File: config.mk
export PLATFORM = sky130hd
export DESIGN_NAME = atm_session_ctrl
export DESIGN_NICKNAME = d
export VERILOG_FILES = /design/src/rtl/atm_pkg.sv /design/src/rtl/atm_amount_alu.sv /design/src/rtl/atm_session_ctrl.sv
export SDC_FILE = /design/constraint.sdc
export NUM_CORES = 1
export LEC_CHECK = 0
export ABC_AREA = 1
export CAP_MARGIN = 40
export CELL_PAD_IN_SITES_DETAIL_PLACEMENT = 1
export CELL_PAD_IN_SITES_GLOBAL_PLACEMENT = 2
export CORE_ASPECT_RATIO = 1.25
export CORE_MARGIN = 2
export CORE_UTILIZATION = 26
export CTS_CLUSTER_DIAMETER = 120
export CTS_CLUSTER_SIZE = 16
export DETAILED_ROUTE_END_ITERATION = 8
export PLACE_DENSITY_LB_ADDON = 0.25
export SLEW_MARGIN = 20
export SYNTH_ARGS = -nofsm -noshare
export SYNTH_HDL_FRONTEND = slang
export SYNTH_SLANG_ARGS = --single-unit
File: constraint.sdc
create_clock -name clk -period 2.01 [get_ports clk]
set_clock_uncertainty 0.05 [all_clocks]
set_input_delay 0.402 -clock clk [delete_from_list [all_inputs] [get_ports clk]]
set_output_delay 0.402 -clock clk [all_outputs]
set_load 0.01 [all_outputs]
File: src/rtl/atm_pkg.sv
// Shared ATM definitions: state encoding, option codes and the default
// wrong-PIN limit. Imported by the session controller and the arithmetic stage.
package atm_pkg;

   typedef enum logic [3:0] {
      ST_IDLE   = 4'd0,
      ST_BAL    = 4'd1,
      ST_WDR    = 4'd2,
      ST_DEP    = 4'd3,
      ST_XFER   = 4'd4,
      ST_EXIT   = 4'd5,
      ST_NEWPIN = 4'd6,
      ST_LANG   = 4'd7,
      ST_SCAN   = 4'd8,
      ST_PASS   = 4'd9,
      ST_OPT    = 4'd10,
      ST_MORE   = 4'd11
   } state_t;

   localparam logic [2:0] OP_BAL    = 3'd0;
   localparam logic [2:0] OP_WDR    = 3'd1;
   localparam logic [2:0] OP_DEP    = 3'd2;
   localparam logic [2:0] OP_XFER   = 3'd3;
   localparam logic [2:0] OP_NEWPIN = 3'd4;
   localparam logic [2:0] OP_EXIT   = 3'd5;

   localparam int DEF_MAX_TRIES = 3;

endpackage

File: src/rtl/atm_amount_alu.sv
// Combinational amount arithmetic: balance +/- amount with the
// insufficient-funds and deposit-overflow flags.
module atm_amount_alu
   import atm_pkg::*;
#(
   parameter int DATA_W = 4
) (
   input  logic [DATA_W-1:0] a,
   input  logic [DATA_W-1:0] b,
   output logic [DATA_W-1:0] sum,
   output logic [DATA_W-1:0] diff,
   output logic              funds_err,
   output logic              ovf
);

   logic [DATA_W:0] sum_full;

   // One extra bit so the carry out of a deposit is visible.
   assign sum_full  = {1'b0, a} + {1'b0, b};
   assign sum       = sum_full[DATA_W-1:0];
   assign ovf       = sum_full[DATA_W];
   assign diff      = a - b;
   assign funds_err = (b > a);

endmodule

File: src/rtl/atm_session_ctrl.sv
// ATM session controller: walks the login/option/transaction states, owns the
// PIN and balance registers and emits registered operand and error pulses.
module atm_session_ctrl
   import atm_pkg::*;
#(
   parameter int                 DATA_W    = 4,
   parameter logic [DATA_W-1:0]  INIT_BAL  = DATA_W'(8),
   parameter logic [DATA_W-1:0]  INIT_PIN  = DATA_W'(5),
   parameter int                 MAX_TRIES = DEF_MAX_TRIES
) (
   input  logic              clk,
   input  logic              rst,
   input  logic              card_inserted,
   input  logic              pin_valid,
   input  logic [DATA_W-1:0] pin_in,
   input  logic              lang_valid,
   input  logic              lang_in,
   input  logic              opt_valid,
   input  logic [2:0]        opt_code,
   input  logic              amt_valid,
   input  logic [DATA_W-1:0] amt_in,
   input  logic              more_valid,
   input  logic              more_yes,
   output logic [3:0]        state_o,
   output logic [DATA_W-1:0] balance_o,
   output logic              lang_o,
   output logic [DATA_W-1:0] op_a,
   output logic [DATA_W-1:0] op_b,
   output logic              op_valid,
   output logic              card_eject,
   output logic              locked,
   output logic              err_funds,
   output logic              err_ovf,
   output logic              err_opt
);

   localparam int              ATT_W   = $clog2(MAX_TRIES + 1);
   localparam logic [ATT_W-1:0] MAX_ATT = ATT_W'(MAX_TRIES);

   state_t            state_reg, state_next;
   logic [DATA_W-1:0] balance_reg, balance_next;
   logic [DATA_W-1:0] pin_reg, pin_next;
   logic [ATT_W-1:0]  attempts_reg, attempts_next, attempts_inc;
   logic              lang_reg, lang_next;
   logic              locked_reg, locked_next;
   logic [DATA_W-1:0] op_a_reg, op_a_next;
   logic [DATA_W-1:0] op_b_reg, op_b_next;
   logic              op_valid_reg, op_valid_next;
   logic              card_eject_reg, card_eject_next;
   logic              err_funds_reg, err_funds_next;
   logic              err_ovf_reg, err_ovf_next;
   logic              err_opt_reg, err_opt_next;

   logic [DATA_W-1:0] alu_sum, alu_diff;
   logic              alu_funds_err, alu_ovf;
   logic              card_pulled;

   atm_amount_alu #(
      .DATA_W (DATA_W)
   ) u_alu (
      .a         (balance_reg),
      .b         (amt_in),
      .sum       (alu_sum),
      .diff      (alu_diff),
      .funds_err (alu_funds_err),
      .ovf       (alu_ovf)
   );

   assign attempts_inc = attempts_reg + ATT_W'(1);
   assign card_pulled  = !card_inserted && (state_reg != ST_IDLE) && (state_reg != ST_EXIT);

   always_comb begin
      state_next      = state_reg;
      balance_next    = balance_reg;
      pin_next        = pin_reg;
      attempts_next   = attempts_reg;
      lang_next       = lang_reg;
      locked_next     = locked_reg;
      op_a_next       = op_a_reg;
      op_b_next       = op_b_reg;
      op_valid_next   = 1'b0;
      card_eject_next = 1'b0;
      err_funds_next  = 1'b0;
      err_ovf_next    = 1'b0;
      err_opt_next    = 1'b0;

      // A pulled card wins over every strobe and blocks all register updates.
      if (card_pulled) begin
         state_next = ST_EXIT;
      end else begin
         case (state_reg)
            ST_IDLE: begin
               if (card_inserted && !locked_reg) state_next = ST_SCAN;
            end
            ST_SCAN: state_next = ST_PASS;
            ST_PASS: begin
               if (pin_valid) begin
                  if (pin_in == pin_reg) begin
                     attempts_next = '0;
                     state_next    = ST_LANG;
                  end else begin
                     attempts_next = attempts_inc;
                     if (attempts_inc == MAX_ATT) begin
                        locked_next = 1'b1;
                        state_next  = ST_EXIT;
                     end
                  end
               end
            end
            ST_LANG: begin
               if (lang_valid) begin
                  lang_next  = lang_in;
                  state_next = ST_OPT;
               end
            end
            ST_OPT: begin
               if (opt_valid) begin
                  case (opt_code)
                     OP_BAL:    state_next = ST_BAL;
                     OP_WDR:    state_next = ST_WDR;
                     OP_DEP:    state_next = ST_DEP;
                     OP_XFER:   state_next = ST_XFER;
                     OP_NEWPIN: state_next = ST_NEWPIN;
                     OP_EXIT:   state_next = ST_EXIT;
                     default:   err_opt_next = 1'b1;
                  endcase
               end
            end
            ST_BAL: state_next = ST_MORE;
            ST_WDR, ST_XFER: begin
               if (amt_valid) begin
                  op_a_next     = balance_reg;
                  op_b_next     = amt_in;
                  op_valid_next = 1'b1;
                  if (alu_funds_err) err_funds_next = 1'b1;
                  else               balance_next   = alu_diff;
                  state_next = ST_MORE;
               end
            end
            ST_DEP: begin
               if (amt_valid) begin
                  op_a_next     = balance_reg;
                  op_b_next     = amt_in;
                  op_valid_next = 1'b1;
                  if (alu_ovf) err_ovf_next = 1'b1;
                  else         balance_next = alu_sum;
                  state_next = ST_MORE;
               end
            end
            ST_NEWPIN: begin
               if (pin_valid) begin
                  pin_next   = pin_in;
                  state_next = ST_MORE;
               end
            end
            ST_MORE: begin
               if (more_valid) state_next = more_yes ? ST_OPT : ST_EXIT;
            end
            ST_EXIT: begin
               card_eject_next = 1'b1;
               state_next      = ST_IDLE;
            end
            default: state_next = ST_IDLE;
         endcase
      end
   end

   always_ff @(posedge clk) begin
      if (rst) begin
         state_reg      <= ST_IDLE;
         balance_reg    <= INIT_BAL;
         pin_reg        <= INIT_PIN;
         attempts_reg   <= '0;
         lang_reg       <= 1'b0;
         locked_reg     <= 1'b0;
         op_a_reg       <= '0;
         op_b_reg       <= '0;
         op_valid_reg   <= 1'b0;
         card_eject_reg <= 1'b0;
         err_funds_reg  <= 1'b0;
         err_ovf_reg    <= 1'b0;
         err_opt_reg    <= 1'b0;
      end else begin
         state_reg      <= state_next;
         balance_reg    <= balance_next;
         pin_reg        <= pin_next;
         attempts_reg   <= attempts_next;
         lang_reg       <= lang_next;
         locked_reg     <= locked_next;
         op_a_reg       <= op_a_next;
         op_b_reg       <= op_b_next;
         op_valid_reg   <= op_valid_next;
         card_eject_reg <= card_eject_next;
         err_funds_reg  <= err_funds_next;
         err_ovf_reg    <= err_ovf_next;
         err_opt_reg    <= err_opt_next;
      end
   end

   assign state_o    = state_reg;
   assign balance_o  = balance_reg;
   assign lang_o     = lang_reg;
   assign op_a       = op_a_reg;
   assign op_b       = op_b_reg;
   assign op_valid   = op_valid_reg;
   assign card_eject = card_eject_reg;
   assign locked     = locked_reg;
   assign err_funds  = err_funds_reg;
   assign err_ovf    = err_ovf_reg;
   assign err_opt    = err_opt_reg;

endmodule

# == Word level (Yosys, flattened, before mapping) ==
# Index checks and enable logic that the tools add are counted.
# classes
n_addsub,3
order_cmp,1
n_eq_ne,41
n_mux,24
bitwise,8
reduce_logical,25
# op_table
op,count
2-to-1 mux 4 bit,14
case mux 4 bit (9 select lines),1
case mux 4 bit (6 select lines),1
inequality test 3 bit (second input constant),7
inequality test 2 bit (second input constant),10
AND reduction 9 bit,2
== test 4 x 3 -> 1 bit (second input constant),4
== test 4 bit (second input constant),4
AND reduction 3 bit,4
OR reduction 4 bit,3
== test 4 x 2 -> 1 bit (second input constant),2
inequality test 8 bit (second input constant),1
NOT 1 bit,8
case mux 4 bit (2 select lines),1
inequality test 7 bit (second input constant),1
== test 3 x 2 -> 1 bit (second input constant),2
== test 3 bit (second input constant),2
AND reduction 6 bit,1
OR reduction 3 bit,2
OR reduction 6 bit,1
adder 4 x 4 -> 5 bit,1
2-to-1 mux 1 bit,5
AND reduction 5 bit,1
== test 4 x 1 -> 1 bit (second input constant),1
19 further kinds,23
# totals
register_bits,29
wordCells,116

# == Logic depth before layout (Yosys ltp) ==
# depth
word_depth,7
mapped_depth,12

# == Modules after synthesis ==
# A second synthesis with hierarchy kept.
# hier_totals
hier_cells,287
area_unflattened_um2,1810.5
# modules_own_cells
mod,instances,cells_each,area_per_inst_um2,seq_area_each_um2
atm_session_ctrl,1,247,1522.7,580.6
atm_amount_alu,1,40,287.8,0.0

# == Worst setup path after synthesis ==
# No wires, ideal clock.
# synth_timing
path_kind,reg-to-reg
from,register balance_reg[0] (netlist: balance_o[0])
to,register balance_reg[1] (netlist: balance_o[1])
arrival_time_ns,1.719
setup_slack_ns,0.125
stages_incl_launch_ff,11
period_less_slack_ns,1.885
cell_sequence,dfxtp_1 ha_1 inv_1 fa_1 o21ai_0 a21oi_1 or2_2 nand3_2 inv_2 nor2_1 nor2_1
# synth_between
elab_chain_cells,4
word_cells_on_any_way,11
classes_between,add/sub: 2; order compare: 1; eq/ne: 2; mux: 5; reduce/logical: 1
# synth_rtl
item,line_no,text
start: declaration,atm_session_ctrl.sv:41,"logic [DATA_W-1:0] balance_reg, balance_next;"
start signal: assignment,atm_session_ctrl.sv:185,balance_reg <= balance_next;
adder 4 x 4 -> 5 bit / subtractor 4 bit (equally long branches),"atm_amount_alu.sv:19, atm_amount_alu.sv:22",
"2-to-1 mux 4 bit, on equally long branches","atm_session_ctrl.sv:145, atm_session_ctrl.sv:135",
"2-to-1 mux 4 bit, on equally long branches","atm_session_ctrl.sv:141, atm_session_ctrl.sv:131",
case mux 4 bit (2 select lines),atm_session_ctrl.sv:91,case (state_reg)
# Parallel ways exist; a longest one is shown, timed or not. The select of a mux whose other input is x is not followed.
# A chain may end at the register's enable or synchronous reset.

# == Worst setup path after layout ==
# layout_timing
from,input amt_in[2]
to,register balance_reg[0] (netlist: balance_o[0])
# layout_between
elab_chain_cells,3
word_cells_on_any_way,5
classes_between,add/sub: 1; order compare: 1; eq/ne: 2; reduce/logical: 1
# layout_rtl
item,line_no,text
start: declaration,atm_session_ctrl.sv:21,"input logic [DATA_W-1:0] amt_in,"
adder 4 x 4 -> 5 bit / greater-than comparator 4 bit (equally long branches),"atm_amount_alu.sv:19, atm_amount_alu.sv:23",
inequality test 2 bit (no source line),-,
AND reduction 6 bit (no source line) (*),-,
# Mark *: on every way between the ends. The rest lies on a longest branch, timed or not.

==> impl_metrics.tcl <==
set metrics [dict create \
    grt_max_degree 15 \
    path_cells "clkdlybuf4s50_1 > inv_2 > ha_4 > buf_4 > inv_2 > nor2_1 > o21ai_1 > nand2_1 > nand3_4 > inv_4 > nand2_1 > nand2_1 > nor2_1" \
    multiInputGateArea_sq_um 1015 \
    placedInstanceArea_sq_um 2530 \
    max_slew.worst_pin.slew_ns 0.4330 \
    reg2reg_from "balance_o[0]" \
    drtPass1Iterations 4 \
    syn_inst 261 \
    peakVddDrop_mv 0.4211 \
    fin_util_pct 40.89 \
    rrSetupSlack_ns 0.16 \
    path_buf_inv 5 \
    synth.area.top_cells "dfxtp_1 (33%), nand2_1 (12%), inv_1 (8.8%)" \
    synth_warnings 0 \
    syn_avg_cell_area_sq_um 6.678 \
    dp.cells 423 \
    root_buffer "clkbuf_8" \
    grt_pass1_vias 1999 \
    drc 0 \
    tritoncts "built" \
    die_y_microns 95.54 \
    core-area_sq_um 6524 \
    place.gp.congestion 0.8224 \
    antenna_found_initial 0 \
    wl_per_cell_microns 13.17 \
    finalInstanceArea_sq_um 2668 \
    min_path_cells 2 \
    critical-path-top-delay-family "buffers and inverters" \
    syn_nets 293 \
    drtAntennaViolNets 0 \
    num_rows 33 \
    drt_iter0_drc 46 \
    drive_above_1_share_pct 18.90 \
    cp_common_cell "nand2_1" \
    final.period_utilization_pct 93.04 \
    regToRegEndpoint "balance_o[2]" \
    ys_seq_elements 29 \
    grt_use_total_pct 16.15 \
    min_path_type "reg -> reg" \
    nFillCells 854 \
    p_per_area_nw_per_um2 1087 \
    io_buffers 43 \
    cts_buffers 5 \
    cp_slowest_stage_delay_ns 0.49 \
    grt_pass1_wl_microns 9170 \
    cp-start-kind "primary input" \
    hpwl_microns 4637 \
    final_cells 431 \
    clock-sinks 29 \
    initial_core_util_pct 26.72 \
    cts_hold_buf 0 \
    syn_to_final_growth_pct 53.05 \
    synth_top_area_cell "dfxtp_1" \
    die_w_microns 77.23 \
    netlist_area_sq_um 1743 \
    dieArea_sq_um 7379 \
    crit_required_ns 2.14 \
    io_pins 44 \
    cts.clk_slew.worst_paths_ns 0.07 \
    cp_data_arrival_time_ns 2.00 \
    setup_slack_ns 0.1400 \
    viasPerCell 4.452 \
    finalCriticalPeriod_ns 1.870 \
    maxSlewHeadroom_pct 71.10 \
    final_cell_mix "nand2_1 (54), clkdlybuf4s50_1 (41), nor2_1 (40), inv_1 (38), buf_4 (35)" \
    yosysTopAreaCellShare_pct 33.31 \
    seq_area_frac_synth_pct 33.31 \
    crit_slowest_cell "clkdlybuf4s50_1" \
    antennaDiodeCount 0 \
    outcome "completed" \
    vias 1919 \
    crit_path_max_fanout 5 \
    max_cap_violations 0 \
    nets 375 \
    r2r_cells 10 \
    max_freq_mhz 534.7 \
    min_from "lang_o" \
    finalHoldViolCount 0 \
    regArea_sq_um 580.6 \
    min_to "lang_o" \
    place_ws_ns -0.4958 \
    globalRoute.totalOverflow 0 \
    cts_htree_levels 2 \
    yosysUniqueCellTypes 30 \
    wirelength_microns 5677 \
    insertion_delay_ns 0.29 \
    rsz0062_at_grt "no" \
    clockBufferDepth 2 \
    power.leakage_nw 1.240 \
    mostFrequentLayoutCell "nand2_1" \
    setup_viol 0 \
    drv_slew 0 \
    crit_type "in -> reg" \
    endpoint_kind "flop" \
]
-- cells in the mapped netlist (all sizes together) --
library cell	number
a211oi	5
a21oi	21
a22oi	1
buf	1
clkbuf	2
dfxtp	29
fa	2
ha	9
inv	44
mux2i	1
nand2	57
nand3	9
nand3b	1
nand4	2
nor2	45
nor3	3
nor3b	1
nor4	1
o211ai	3
o21ai	21
o21bai	1
or2	1
xor2	1
-- layer usage --
metal / up-vias / track usage, % / routed length (microns)
met5: - / 0 / 0
met4: 0 / 6.845 / 112
met3: 8 / 2.652 / 149
met2: 34 / 32.54 / 3082
met1: 885 / 16.23 / 2332
li1: 992 / - / -
-- cell families (layout without fill, tap and decap cells) --
| logic type | after synthesis | after routing | synth area share, % |
|---|---|---|---|
| XOR/XNOR | 1 | 1 | 0.5026 |
| adder cells (fa/ha/maj) | 11 | 11 | 8.758 |
| AND/OR/NAND/NOR | 120 | 120 | 29.58 |
| multiplexers | 1 | 1 | 0.5743 |
| buffers and inverters | 47 | 130 | 10.34 |
| flip-flops | 29 | 29 | 33.31 |
| AO/OA/AOI/OAI | 52 | 52 | 16.94 |
-- stage by stage --
| stage | hold slack [ns] | TNS (ns) | total power [mW] |
|---|---|---|---|
| after CTS | 0.3967 | 0 | 2.932 |
| final | 0.3951 | 0 | 2.899 |
| after global placement | 0.3846 | -2.418 | 2.321 |
| after floorplan | 0.3768 | 0 | 1.624 |
| after global routing | 0.4115 | 0 | 3.146 |
| after detailed placement | 0.3860 | -2.692 | 2.336 |
-- how the worst max path moves through the flow --
stage / from / endpoint / slack [ns] / depth (start not counted)
2_1_floorplan: balance_o[0] / balance_o[1] / 0.13 / 10
3_3_place_gp: amt_in[0] / balance_o[0] / -0.45 / 11
3_5_place_dp: amt_in[0] / balance_o[1] / -0.50 / 11
4_1_cts: amt_in[2] / balance_o[0] / 0.03 / 13
5_1_grt: state_o[0] / op_a[2] / 0.003 / 9
6_report: amt_in[2] / balance_o[0] / 0.14 / 13
-- report_power, final --
group	switching [mW]	total (mW)	leakage (nW)	internal, mW
sequential	0.124	0.814	0.235	0.690
clock	0.247	0.556	0.0542	0.309
combinational	0.844	1.53	0.951	0.684
-- area by class of cell --
cell class,count,share of cell area (%)
flip-flops and latches,29,21.76
inverters,44,6.285
clock inverters,1,0.1876
multi-input cells,185,38.04
clock buffers,7,3.612
well taps,87,4.081
repair buffers,78,26.03
-- worst reg2reg max path, cell delays in order, from the launching register on --
cell and delay [ns]:
dfxtp_1 0.40, ha_1 0.17, inv_1 0.06, fa_2 0.33
o21ai_1 0.12, a21oi_1 0.08, or2_4 0.25, nand3_4 0.11
inv_4 0.05, nor2_1 0.09, nor2_1 0.05
-- timing repair --
action	in CTS	in global routing
cloned	0	0
endpoints found under the setup margin	5	5
pin swaps	1	2
resized for setup	10	7
setup buffers	0	0
endpoints found under the hold margin	0	0
Power figures use the tool's default switching activity.
==> patch (same settings) <==
Register the output `op_valid` once more, cleared by the reset; this adds one clock of latency there. The other outputs are not delayed to match.
--- a/src/rtl/atm_session_ctrl.sv
+++ b/src/rtl/atm_session_ctrl.sv
@@ -202,7 +202,13 @@
    assign lang_o     = lang_reg;
    assign op_a       = op_a_reg;
    assign op_b       = op_b_reg;
-   assign op_valid   = op_valid_reg;
+   always_ff @(posedge clk) begin
+      if (rst) begin
+         op_valid <= '0;
+      end else begin
+         op_valid <= op_valid_reg;
+      end
+   end
    assign card_eject = card_eject_reg;
    assign locked     = locked_reg;
    assign err_funds  = err_funds_reg;
Formal check against the unedited RTL: not equivalent (a bounded check fails within 10 cycles, from zero or initial values and one cycle with rst high).
==> patch against the unedited design <==
  * Sequential cell count is 1 higher
  * Final area is 1.1% higher
  * Sequential share of layout area rose by 0.65 points
  * Area after synthesis grew 4.3%
  * First-iteration DRC count fell by 13%
  * Worst setup slack got worse by 0.044 ns
  * Power is 0.57% lower
  * Routed wire length is 1.3% lower
  * Critical path type is now reg2reg
  * Largest power group unchanged
==> patch: results (changes against the unedited design) <==
Leakage = 1.227 nW (-1.1%)
Critical Path AT = 2.04 ns (+0.04 ns)
Post-synth top cells = nand2_1 (56), nor2_1 (44), dfxtp_1 (30), inv_1 (30), a21oi_1 (17)
synth warn = 0 (unchanged)
Slew Limit Fails = 0 (unchanged)
Worst path slowest cell = fa_2
Port Buf Inserts = 43 (unchanged)
first-pass GRT wire length = 9591 µm (+4.6%)
mean post-synth cell area = 7.019 µm² (+5.1%)
worst slew pin tran = 0.4193 ns (-0.01374 ns)
ANT nets after route = 0 (unchanged)
most common cell in the netlist = nand2_1
asr flop ratio synth = 0 (unchanged)
count of final setup violators = 0 (unchanged)
Post-Route WL = 5605 µm (-1.3%)
synth top area cells = dfxtp_1 (33%), nand2_1 (12%), nor2_1 (9.1%), ha_1 (6.2%), inv_1 (6.2%)
final net count = 362 (-3.5%)
Mapped Nets = 291 (-0.68%)
Critical Path Max Stage Delay = 0.39 ns (-0.10 ns)
number of DRC markers in iteration 0 = 40 (-13%)
crit-path leading delay family = adder cells
largest net degree at the start of global routing = 13 (-2)
crit-path max FO = 5 (unchanged)
Placed Area = 2497 µm² (-1.3%)
run status = completed
Worst-path clk slew = 0.07 ns (about the same)
initial antenna violation count = 0 (unchanged)
internal power = 1.656 mW (-1.7%)
share of cells above drive strength 1 = 0.2175 (+0.02857)
Top FF cell, synth = dfxtp_1
Seq/Total Area, Yosys = 0.3304 (-0.002743)
Pre-antenna DRT Iters = 4 (unchanged)
Max clock buf depth = 2 (unchanged)
vias in the first global route = 2,024 (+1.3%)
GP Congestion = 0.8156 (-0.83%)
gr usage total = 0.1561 (-0.005342)
Synth cell types = 32 (+6.7%)
Diodes inserted = 0 (unchanged)
placed cells = 408 (-3.5%)
number of H-tree levels = 2 (unchanged)
clock buffer count from CTS = 5 (unchanged)
via count = 1,905 (-0.73%)
Skew-Pair Late Insertion Delay = 0.28 ns
clock root buffer master = clkbuf_8
WL/cell = 13.31 µm (+1.1%)
VDD IR max = 0.4285 mV (+1.8%)
Final HPWL DP = 4355 µm (-6.1%)
Hold/Removal Path Class = reg2reg
[patch: cell count changes after synthesis, moves of 2 or more]
cell and change:
nor2_1 +3, o21ai_0 -4, nand2_1 +2, o21bai_1 +2, nand2_4 +2, a21oi_1 -4
nor3_1 +2, nor2_4 +2, inv_1 -11, nand4_1 -2, nor2_2 +3
[patch: cell type report]
type                       count  area [µm²]
fill                         853        4153
multi-input combinational    191        1125
timing repair buffer          67       625.6
sequential                    30       604.3
inverter                      35       133.9
tap                           90       112.6
clock buffer                   6       82.58
clock inverter                 2       12.51
[patch: power by group through the flow]
stage,Sequential (mW),Combinational (mW),Clock (mW)
2_1_floorplan,0.871,0.840,0
3_3_place_gp,0.849,1.42,0
3_5_place_dp,0.846,1.44,0
4_1_cts,0.840,1.46,0.557
5_1_grt,0.862,1.70,0.580
6_report,0.846,1.51,0.531
[patch: worst paths after layout]
check                from      endpoint  slack (ns)  cells past startpoint
max reg2reg  balance_o[0]  balance_o[0]         0.1                      8
min          op_valid_reg      op_valid        0.38                      2
max          balance_o[0]  balance_o[0]         0.1                      8
min reg2reg  op_valid_reg      op_valid        0.38                      2
[patch: what timing repair did]
item | 4_1_cts | 5_1_grt
hold buffers | 0 | 0
gates resized for setup | 5 | 20
buffers inserted | 2 | 3
pin swaps | 4 | 8
setup endpoints to repair | 4 | 5
[patch: metal layers]
layer,share of wire,up-vias,track usage
met5,0,-,0
met3,0.035,8,0.02788
li1,-,967,-
met2,0.50,42,0.2715
met1,0.45,888,0.1951
met4,0.015,0,0.04318
[patch: worst register-to-register path: stages (launching register included)]
cell and delay [ns]:
dfxtp_4 0.37, inv_2 0.06, ha_4 0.17, fa_2 0.39
o211ai_1 0.30, nand2_2 0.11, nor2_4 0.17, buf_4 0.14
a21oi_2 0.04
[patch: kinds of logic after synthesis]
group,Yosys count,share of synthesized area
AO/OA/AOI/OAI,47,0.1535
buffers and inverters,38,0.08396
AND/OR/NAND/NOR,131,0.3379
multiplexers,1,0.005506
flip-flops,30,0.3304
adder cells (fa/ha/maj),11,0.08397
XOR/XNOR,1,0.004818
[patch: metrics by stage]
stage	utilization	power (mW)	worst slack [ns]	TNS, ns
3_5_place_dp	0.3646	2.284	-0.4316	-2.139
6_report	0.3937	2.882	0.09623	0
5_1_grt	0.3937	3.146	-0.008806	-0.008806
2_1_floorplan	-	1.711	0.1914	0
4_1_cts	0.3827	2.860	0.006540	0
3_3_place_gp	0.3646	2.272	-0.3503	-1.575
